==> config.mk <==
export PLATFORM = sky130hd
export DESIGN_NAME = regfile_wb_arbiter_flat
export DESIGN_NICKNAME = d
export VERILOG_FILES = /design/src/rtl/regfile_wb_arbiter_if.sv /design/src/rtl/regfile_wb_arbiter.sv /design/src/flat_wrapper.sv
export SDC_FILE = /design/constraint.sdc
export NUM_CORES = 1
export LEC_CHECK = 0
export CORE_MARGIN = 1
export CORE_UTILIZATION = 45
export CTS_BUF_LIST = sky130_fd_sc_hd__clkbuf_8
export DETAILED_ROUTE_END_ITERATION = 8
export PLACE_DENSITY_LB_ADDON = 0.3
export SETUP_SLACK_MARGIN = 0.05
export SLEW_MARGIN = 25
export SYNTH_ARGS = -nofsm -noshare
export SYNTH_HDL_FRONTEND = slang
export SYNTH_SLANG_ARGS = --single-unit
==> constraint.sdc <==
create_clock -name clk_i -period 3.29 [get_ports clk_i]
set_input_delay 0.4935 -clock clk_i [delete_from_list [all_inputs] [get_ports clk_i]]
set_output_delay 0.4935 -clock clk_i [all_outputs]
set_load 0.02 [all_outputs]
==> src/rtl/regfile_wb_arbiter_if.sv <==
// rtl/regfile_wb_arbiter_if.sv - writeback requester and register-file port bundle
interface regfile_wb_arbiter_if #(
    parameter int DATA_W = 32
);
    logic              alu_valid_i;
    logic [3:0]        alu_addr_i;
    logic [DATA_W-1:0] alu_data_i;
    logic              alu_ready_o;
    logic              mem_valid_i;
    logic [3:0]        mem_addr_i;
    logic [DATA_W-1:0] mem_data_i;
    logic              mem_ready_o;
    logic              wr_en_o;
    logic [3:0]        wr_addr_o;
    logic [DATA_W-1:0] wr_data_o;
    logic              pc_wr_o;
    logic [DATA_W-1:0] pc_data_o;
    logic              init_done_o;

    modport master (
        output alu_valid_i, alu_addr_i, alu_data_i,
        output mem_valid_i, mem_addr_i, mem_data_i,
        input  alu_ready_o, mem_ready_o,
        input  wr_en_o, wr_addr_o, wr_data_o, pc_wr_o, pc_data_o, init_done_o
    );

    modport slave (
        input  alu_valid_i, alu_addr_i, alu_data_i,
        input  mem_valid_i, mem_addr_i, mem_data_i,
        output alu_ready_o, mem_ready_o,
        output wr_en_o, wr_addr_o, wr_data_o, pc_wr_o, pc_data_o, init_done_o
    );
endinterface

==> src/rtl/regfile_wb_arbiter.sv <==
// rtl/regfile_wb_arbiter.sv - register-file clear sequencer and two-port writeback arbiter
module regfile_wb_arbiter #(
    parameter int DATA_W    = 32,
    parameter int INIT_REGS = 15
) (
    input  logic                 clk_i,
    input  logic                 reset_n_i,
    regfile_wb_arbiter_if.slave  bus
);
    typedef enum logic {S_INIT, S_RUN} state_t;

    localparam logic [3:0] LAST_K = 4'(INIT_REGS - 1);

    state_t            state;
    logic [3:0]        init_k;
    logic              ptr_mem;
    logic              run;
    logic              alu_grant;
    logic              mem_grant;
    logic [3:0]        sel_addr;
    logic [DATA_W-1:0] sel_data;

    // ptr_mem=1 means MEM wins the next contended cycle
    assign run       = reset_n_i && (state == S_RUN);
    assign alu_grant = run && bus.alu_valid_i && (!bus.mem_valid_i || !ptr_mem);
    assign mem_grant = run && bus.mem_valid_i && (!bus.alu_valid_i || ptr_mem);
    assign sel_addr  = mem_grant ? bus.mem_addr_i : bus.alu_addr_i;
    assign sel_data  = mem_grant ? bus.mem_data_i : bus.alu_data_i;

    assign bus.alu_ready_o = alu_grant;
    assign bus.mem_ready_o = mem_grant;

    always_ff @(posedge clk_i) begin
        if (!reset_n_i) begin
            state           <= S_INIT;
            init_k          <= '0;
            ptr_mem         <= 1'b1;
            bus.wr_en_o     <= 1'b0;
            bus.wr_addr_o   <= '0;
            bus.wr_data_o   <= '0;
            bus.pc_wr_o     <= 1'b0;
            bus.pc_data_o   <= '0;
            bus.init_done_o <= 1'b0;
        end else begin
            case (state)
                S_INIT: begin
                    bus.wr_en_o   <= 1'b1;
                    bus.wr_addr_o <= init_k;
                    bus.wr_data_o <= '0;
                    bus.pc_wr_o   <= 1'b0;
                    init_k        <= init_k + 4'd1;
                    if (init_k == LAST_K) begin
                        state           <= S_RUN;
                        bus.init_done_o <= 1'b1;
                    end
                end
                S_RUN: begin
                    bus.wr_en_o <= 1'b0;
                    bus.pc_wr_o <= 1'b0;
                    if (alu_grant || mem_grant) begin
                        // r15 is the PC: redirect instead of a register write
                        if (sel_addr == 4'hF) begin
                            bus.pc_wr_o   <= 1'b1;
                            bus.pc_data_o <= sel_data;
                        end else begin
                            bus.wr_en_o   <= 1'b1;
                            bus.wr_addr_o <= sel_addr;
                            bus.wr_data_o <= sel_data;
                        end
                    end
                    if (bus.alu_valid_i && bus.mem_valid_i) begin
                        ptr_mem <= alu_grant;
                    end
                end
                default: state <= S_INIT;
            endcase
        end
    end
endmodule

==> src/flat_wrapper.sv <==
// flat-port wrapper written by rule: the top's interface ports become plain ports
module regfile_wb_arbiter_flat 
#(
    parameter int DATA_W    = 32,
    parameter int INIT_REGS = 15
)
  (clk_i, reset_n_i, bus_alu_valid_i, bus_alu_addr_i, bus_alu_data_i, bus_mem_valid_i, bus_mem_addr_i, bus_mem_data_i, bus_alu_ready_o, bus_mem_ready_o, bus_wr_en_o, bus_wr_addr_o, bus_wr_data_o, bus_pc_wr_o, bus_pc_data_o, bus_init_done_o);
  regfile_wb_arbiter_if #(.DATA_W(DATA_W)) bus_i ();
  input  logic clk_i;
  input  logic reset_n_i;
  input wire logic [$bits(bus_i.alu_valid_i)-1:0] bus_alu_valid_i;
  input wire logic [$bits(bus_i.alu_addr_i)-1:0] bus_alu_addr_i;
  input wire logic [$bits(bus_i.alu_data_i)-1:0] bus_alu_data_i;
  input wire logic [$bits(bus_i.mem_valid_i)-1:0] bus_mem_valid_i;
  input wire logic [$bits(bus_i.mem_addr_i)-1:0] bus_mem_addr_i;
  input wire logic [$bits(bus_i.mem_data_i)-1:0] bus_mem_data_i;
  output wire logic [$bits(bus_i.alu_ready_o)-1:0] bus_alu_ready_o;
  output wire logic [$bits(bus_i.mem_ready_o)-1:0] bus_mem_ready_o;
  output wire logic [$bits(bus_i.wr_en_o)-1:0] bus_wr_en_o;
  output wire logic [$bits(bus_i.wr_addr_o)-1:0] bus_wr_addr_o;
  output wire logic [$bits(bus_i.wr_data_o)-1:0] bus_wr_data_o;
  output wire logic [$bits(bus_i.pc_wr_o)-1:0] bus_pc_wr_o;
  output wire logic [$bits(bus_i.pc_data_o)-1:0] bus_pc_data_o;
  output wire logic [$bits(bus_i.init_done_o)-1:0] bus_init_done_o;
  assign bus_i.alu_valid_i = bus_alu_valid_i;
  assign bus_i.alu_addr_i = bus_alu_addr_i;
  assign bus_i.alu_data_i = bus_alu_data_i;
  assign bus_i.mem_valid_i = bus_mem_valid_i;
  assign bus_i.mem_addr_i = bus_mem_addr_i;
  assign bus_i.mem_data_i = bus_mem_data_i;
  assign bus_alu_ready_o = bus_i.alu_ready_o;
  assign bus_mem_ready_o = bus_i.mem_ready_o;
  assign bus_wr_en_o = bus_i.wr_en_o;
  assign bus_wr_addr_o = bus_i.wr_addr_o;
  assign bus_wr_data_o = bus_i.wr_data_o;
  assign bus_pc_wr_o = bus_i.pc_wr_o;
  assign bus_pc_data_o = bus_i.pc_data_o;
  assign bus_init_done_o = bus_i.init_done_o;
  regfile_wb_arbiter #(.DATA_W(DATA_W), .INIT_REGS(INIT_REGS)) u_core (.clk_i(clk_i), .reset_n_i(reset_n_i), .bus(bus_i));
endmodule
==> out/results.tsv, run 1 <==
metric	value	unit
worstSetupPathType	input pin to output port	
grt_max_degree	67	
slowest_stage	clkdlybuf4s50_1	
core	8380	sq um
drt-wirelength-per-cell	19.5	microns
insertion_delay	0.34	ns
ctsHoldBuffers	0	
critPathBufInv	3	
ant_nets	0	
worstPathCellList	clkdlybuf4s50_1, nand3_1, inv_1, clkdlybuf4s50_1	
synth_edf_count	0	
cellLeakagePower	1.72	nW
yosysWarnings	0	
via_count	4086	
synth-seq-cells	77	
port_buffers	148	
final.period_utilization	83.3	%
ctsResizeCount	0	
route.detailed.drc	0	
yosysSeqAreaShare	38.8	%
die_w	95.9	microns
die_height	95.9	microns
outcome	finished clean	
numPlacedInstances	630	
ioPinCount	149	
cts_root_buffer	clkbuf_8	
r2r_slack	0.93	ns
cts_buffer_depth	2	
synth_top_family_by_area	compound AO/OA/AOI/OAI gates	
grt_pass1_wl	19300	microns
nets	614	
drv_slew	0	
htree_levels	3	
instances_no_fill	646	
final_util	67.6	%
synth_top_area_share	38.8	%
rows	33	
die-area	9200	sq um
yosys-top-cells-area	dfxtp_1, a311oi_2, a21oi_1	
start_util	47.4	%
setup_viol	0	
viasPerCell	6.33	
endpoint_kind	output port	
synth_ff_type	dfxtp_1	
numCtsBuffers	9	
synthesis.area	3970	sq um
gp_congestion	0.846	
drive_above_1_share	12.2	%
synth-xor-area-share	0.662	%
fill_cells	658	
rsz0062_at_grt	false	
powerDensity	357	nW/um^2
hold_path.class	flip-flop to flip-flop	
drt_iter0_markers	288	
worst_pin_slew	0.697	ns
cts_tree	done	
dpl_worst_slack	0.559	ns
path_common_cell	clkdlybuf4s50_1	
min_period	2.74	ns
synthAdderAreaFrac	0.630	%
max_freq	0.365	GHz
area_delta_synth_final	42.8	%
whs	0.495	ns
skew	0.00591	ns
cap_violations	0	
post-cts-setup-buffer-count	0	
avgSynthCellArea	9.50	sq um
synth_compound_area_share	40.8	%
crit_fanout	9	
antenna_found_initial	0	
netlist_instances	418	
drtPass1Iterations	5	
synthMuxAreaShare	1.01	%
grt_pass1_vias	3881	
cp_slowest_stage_delay	0.69	ns
fin_ws	0.549	ns
antenna_cells	0	
yosysUniqueCellTypes	34	
yosysTopAreaCell	dfxtp_1	
required	2.80	ns
synthArstFlopShare	0	%
syn_nets	496	
max_slew_margin	53.5	%
arrival	2.25	ns
ir_drop	0.260	mV
setup_tns	0	ns
clock-sinks	77	
dp_hpwl	8250	microns
crit_family	buffers and inverters	
overflow	0	
timing_hold_violations_final	0	
start_kind	input pin	
routed_wl	12600	microns
grtUsageTotal	27.5	%
clk_pin_slew	0.08	ns
synthSimpleGateAreaFrac	9.39	%
worst min-delay path, cell delays in order, from the launching register on:
cell and delay (ns):
dfxtp_1 0.32, o211ai_1 0.07, a21oi_1 0.06
cell type report:
class / count / area [sq um] / share of cell area (%)
multi-input cells: 277 / 2100 / 37.1
repair buffers: 167 / 1640 / 28.9
flip-flops and latches: 77 / 1540 / 27.2
clock buffers: 10 / 138 / 2.43
well taps: 105 / 131 / 2.32
clock inverters: 6 / 103 / 1.81
inverters: 4 / 16.3 / 0.287
cells in the mapped netlist, drive strengths merged (5+ instances only):
library cell / instances
nand4: 38
buf: 34
a211o: 32
nor2: 7
a21oi: 66
nor2b: 5
clkbuf: 26
dfxtp: 77
a311oi: 32
o31ai: 32
o211ai: 36
stage by stage:
step	power [mW]	cell area, sq um
2_1_floorplan	1.06	3970
3_3_place_gp	1.18	5430
3_5_place_dp	1.19	5430
4_1_cts	2.04	5670
5_1_grt	2.10	5670
6_report	2.02	5670
layer usage:
layer	vias to the layer above	global-route usage (%)	share of wire (%)
met3	27	6.00	7.7
li1	1909	-	-
met5	-	0	0
met4	0	12.7	2.2
met2	213	45.1	48
met1	1937	34.3	42
logic make-up (layout without fill, tap and decap cells):
kind of cell | count (synthesis) | count (layout)
xor gates and xnor gates | 3 | 3
muxes | 4 | 4
buffers and inverters | 64 | 187
DFF | 77 | 77
AOI/OAI and AO/OA | 204 | 204
adders and majority gates | 2 | 2
and+or+nand+nor | 64 | 64
cell usage in the layout (no fill, tap or decap), types with 3 or more instances in the layout:
cell,n
dfxtp_1,76
nand4_1,38
a311oi_1,10
nand3_1,3
o211ai_1,36
bufinv_16,3
clkbuf_8,10
nor2_1,7
o31ai_1,32
nand2_1,3
buf_4,18
a311oi_2,22
inv_1,5
nor2b_1,4
a21oi_1,64
a211o_1,32
mux2i_1,4
clkdlybuf4s50_1,148
flip-flops by register name, indices dropped and copies added (netlist names):
name / count
u_core.bus.init_done_o: 1
u_core.bus.pc_data_o: 32
u_core.bus.pc_wr_o: 1
u_core.bus.wr_addr_o: 4
u_core.bus.wr_data_o: 32
u_core.bus.wr_en_o: 1
u_core.init_k: 4
u_core.ptr_mem: 1
u_core.state: 1
final timing paths:
check / start / end / cells after the start
setup reg to reg: u_core.state / u_core.bus.pc_data_o[15] / 5
hold reg to reg: u_core.bus.wr_data_o[17] / u_core.bus.wr_data_o[17] / 2
setup / recovery: bus_mem_valid_i / bus_mem_ready_o / 4
hold / removal: u_core.bus.wr_data_o[17] / u_core.bus.wr_data_o[17] / 2
power by group:
part | switching (mW) | internal [mW] | total [mW]
logic | 0.111 | 0.114 | 0.224
clock network | 0.337 | 0.518 | 0.856
registers | 0.00552 | 0.937 | 0.942
total | 0.454 | 1.57 | 2.02
Power figures use the tool's default switching activity.
==> run 2: changes to the inputs <==
--- a/config.mk
+++ b/config.mk
@@ -6,7 +6,7 @@
 export NUM_CORES = 1
 export LEC_CHECK = 0
 export CORE_MARGIN = 1
-export CORE_UTILIZATION = 45
+export CORE_UTILIZATION = 41
 export CTS_BUF_LIST = sky130_fd_sc_hd__clkbuf_8
 export DETAILED_ROUTE_END_ITERATION = 8
 export PLACE_DENSITY_LB_ADDON = 0.3
==> constraint.sdc (replaced) <==
create_clock -name clk_i -period 2.5 [get_ports clk_i]
set_input_delay 0.375 -clock clk_i [delete_from_list [all_inputs] [get_ports clk_i]]
set_output_delay 0.375 -clock clk_i [all_outputs]
set_load 0.02 [all_outputs]
==> out/results.tsv, run 2 (synthesized netlist as in run 1, its figures left out) <==
metric	value	unit	change
drt-wirelength-per-cell	18.6	microns	was 19.5 microns
numCtsBuffers	9		unchanged
area_delta_synth_final	45.0	%	was 42.8%
routed_wl	12500	microns	was 12600 microns
sw_frac_of_total	24.5	%	was 22.4%
gp_congestion	0.818		was 0.846
power.total	2.47	mW	was 2.02 mW
p_int	1.87	mW	was 1.57 mW
setup_tns	0	ns	unchanged
max_slew_margin	69.9	%	was 53.5%
arrival	1.92	ns	was 2.25 ns
clk_pin_slew	0.08	ns	about the same
endpoint_kind	output port		unchanged
final_common_cell	clkdlybuf4s50_1		unchanged
dp_hpwl	8290	microns	was 8250 microns
grtUsageTotal	24.7	%	was 27.5%
drt_iter0_markers	205		was 288
powerDensity	430	nW/um^2	was 357 nW/um^2
startpoint	bus_alu_valid_i		was bus_mem_valid_i
crit_fanout	5		was 9
die_w	100	microns	was 95.9 microns
cts_tree	done		unchanged
drive_above_1_share	13.1	%	was 12.2%
antenna_cells	0		unchanged
ir_drop	0.279	mV	was 0.260 mV
cts_root_buffer	clkbuf_8		unchanged
port_buffers	148		unchanged
htree_levels	3		unchanged
hold_start	u_core.bus.init_done_o		was u_core.bus.wr_data_o[17]
largestRegisters	u_core.bus.pc_data_o: 32 flops, u_core.bus.wr_data_o: 32 flops		unchanged
dpl_worst_slack	0.186	ns	was 0.559 ns
hold_path.class	flip-flop to flip-flop		unchanged
die-area	10100	sq um	was 9200 sq um
insertion_delay	0.34	ns	about the same
route.detailed.drc	0		unchanged
power_frac_comb	12.3	%	was 11.1%
max_freq	0.435	GHz	
via_count	4090		was 4086
start_kind	input pin		unchanged
cts_buffer_depth	2		unchanged
final.period_utilization	91.9	%	
timing_hold_violations_final	0		unchanged
clock-sinks	77		unchanged
most-common-layout-cells	clkdlybuf4s50_1, dfxtp_1, a21oi_1		unchanged
clkPwrFrac	37.5	%	was 42.3%
worstSetupPathType	input pin to output port		unchanged
outcome	finished clean		unchanged
fin_ws	0.202	ns	was 0.549 ns
die_height	100	microns	was 95.9 microns
min_period	2.30	ns	
net-switching-power	0.607	mW	was 0.454 mW
timing.rr.start	u_core.state		unchanged
cellLeakagePower	1.72	nW	about the same
worst_pin_slew	0.452	ns	was 0.697 ns
whs	0.490	ns	was 0.495 ns
rsz0062_at_grt	false		unchanged
setup_viol	0		unchanged
drv_slew	0		unchanged
cap_violations	0		unchanged
ant_nets	0		unchanged
final_util	61.7	%	was 67.6%
viasPerCell	6.08		was 6.33
drtPass1Iterations	4		was 5
post-cts-setup-buffer-count	0		unchanged
nets	619		was 614
grt_pass1_vias	3970		was 3881
start_util	42.6	%	was 47.4%
power_frac_seq	50.2	%	was 46.6%
skew	0.00871	ns	was 0.00591 ns
rows	35		was 33
ioPinCount	149		unchanged
required	2.12	ns	was 2.80 ns
ctsHoldBuffers	0		unchanged
ctsResizeCount	0		unchanged
antenna_found_initial	0		unchanged
core	9330	sq um	was 8380 sq um
overflow	0		unchanged
grt_pass1_wl	19900	microns	was 19300 microns
grt_max_degree	76		was 67
## run 2: cell count changes in the layout (fill, tap and decap cells not counted)
| cell | delta |
|---|---|
| buf_12 | +6 |
| bufinv_16 | -2 |
| clkinvlp_4 | +2 |
| inv_1 | -2 |
| buf_4 | -1 |
## run 2: metrics by stage
step | cells | instance area, sq um
2_1_floorplan | 418 | 3970
3_3_place_gp | 659 | 5570
3_5_place_dp | 659 | 5570
4_1_cts | 673 | 5760
5_1_grt | 673 | 5760
6_report | 673 | 5760
## run 2: per-layer routing
layer,wire length (microns),up-vias,track usage [%]
met5,0,-,0
met4,270,0,9.14
met3,789,20,4.46
met2,6030,168,40.9
met1,5450,1978,32.0
li1,-,1924,-
## run 2: final timing paths
kind,depth (start not counted),end,slack (ns)
worst max-delay path,4,bus_alu_ready_o,0.20
worst min-delay path,2,u_core.bus.init_done_o,0.49
worst max register to register,6,u_core.bus.wr_data_o[1],0.72
worst min register to register,2,u_core.bus.init_done_o,0.49
## run 2: cell type report
| cell class | instances | area [sq um] |
|---|---|---|
| clock buffers | 10 | 138 |
| clock inverters | 4 | 50.0 |
| fillers | 810 | 3570 |
| inverters | 4 | 16.3 |
| multi-input cells | 277 | 2100 |
| flip-flops and latches | 77 | 1540 |
| well taps | 129 | 161 |
| repair buffers | 172 | 1750 |
## run 2: critical path, stage by stage
cell	delay, ns
clkdlybuf4s50_1	0.53
a21bo_2	0.27
nor2_1	0.10
clkdlybuf4s50_1	0.65
## run 2: power groups by stage
| stage | clock network, mW | logic, mW | registers, mW |
|---|---|---|---|
| 2_1_floorplan | 0 | 0.119 | 1.27 |
| 4_1_cts | 0.946 | 0.302 | 1.24 |
| 3_5_place_dp | 0 | 0.300 | 1.27 |
| 6_report | 0.929 | 0.304 | 1.24 |
| 5_1_grt | 0.991 | 0.325 | 1.24 |
| 3_3_place_gp | 0 | 0.298 | 1.27 |
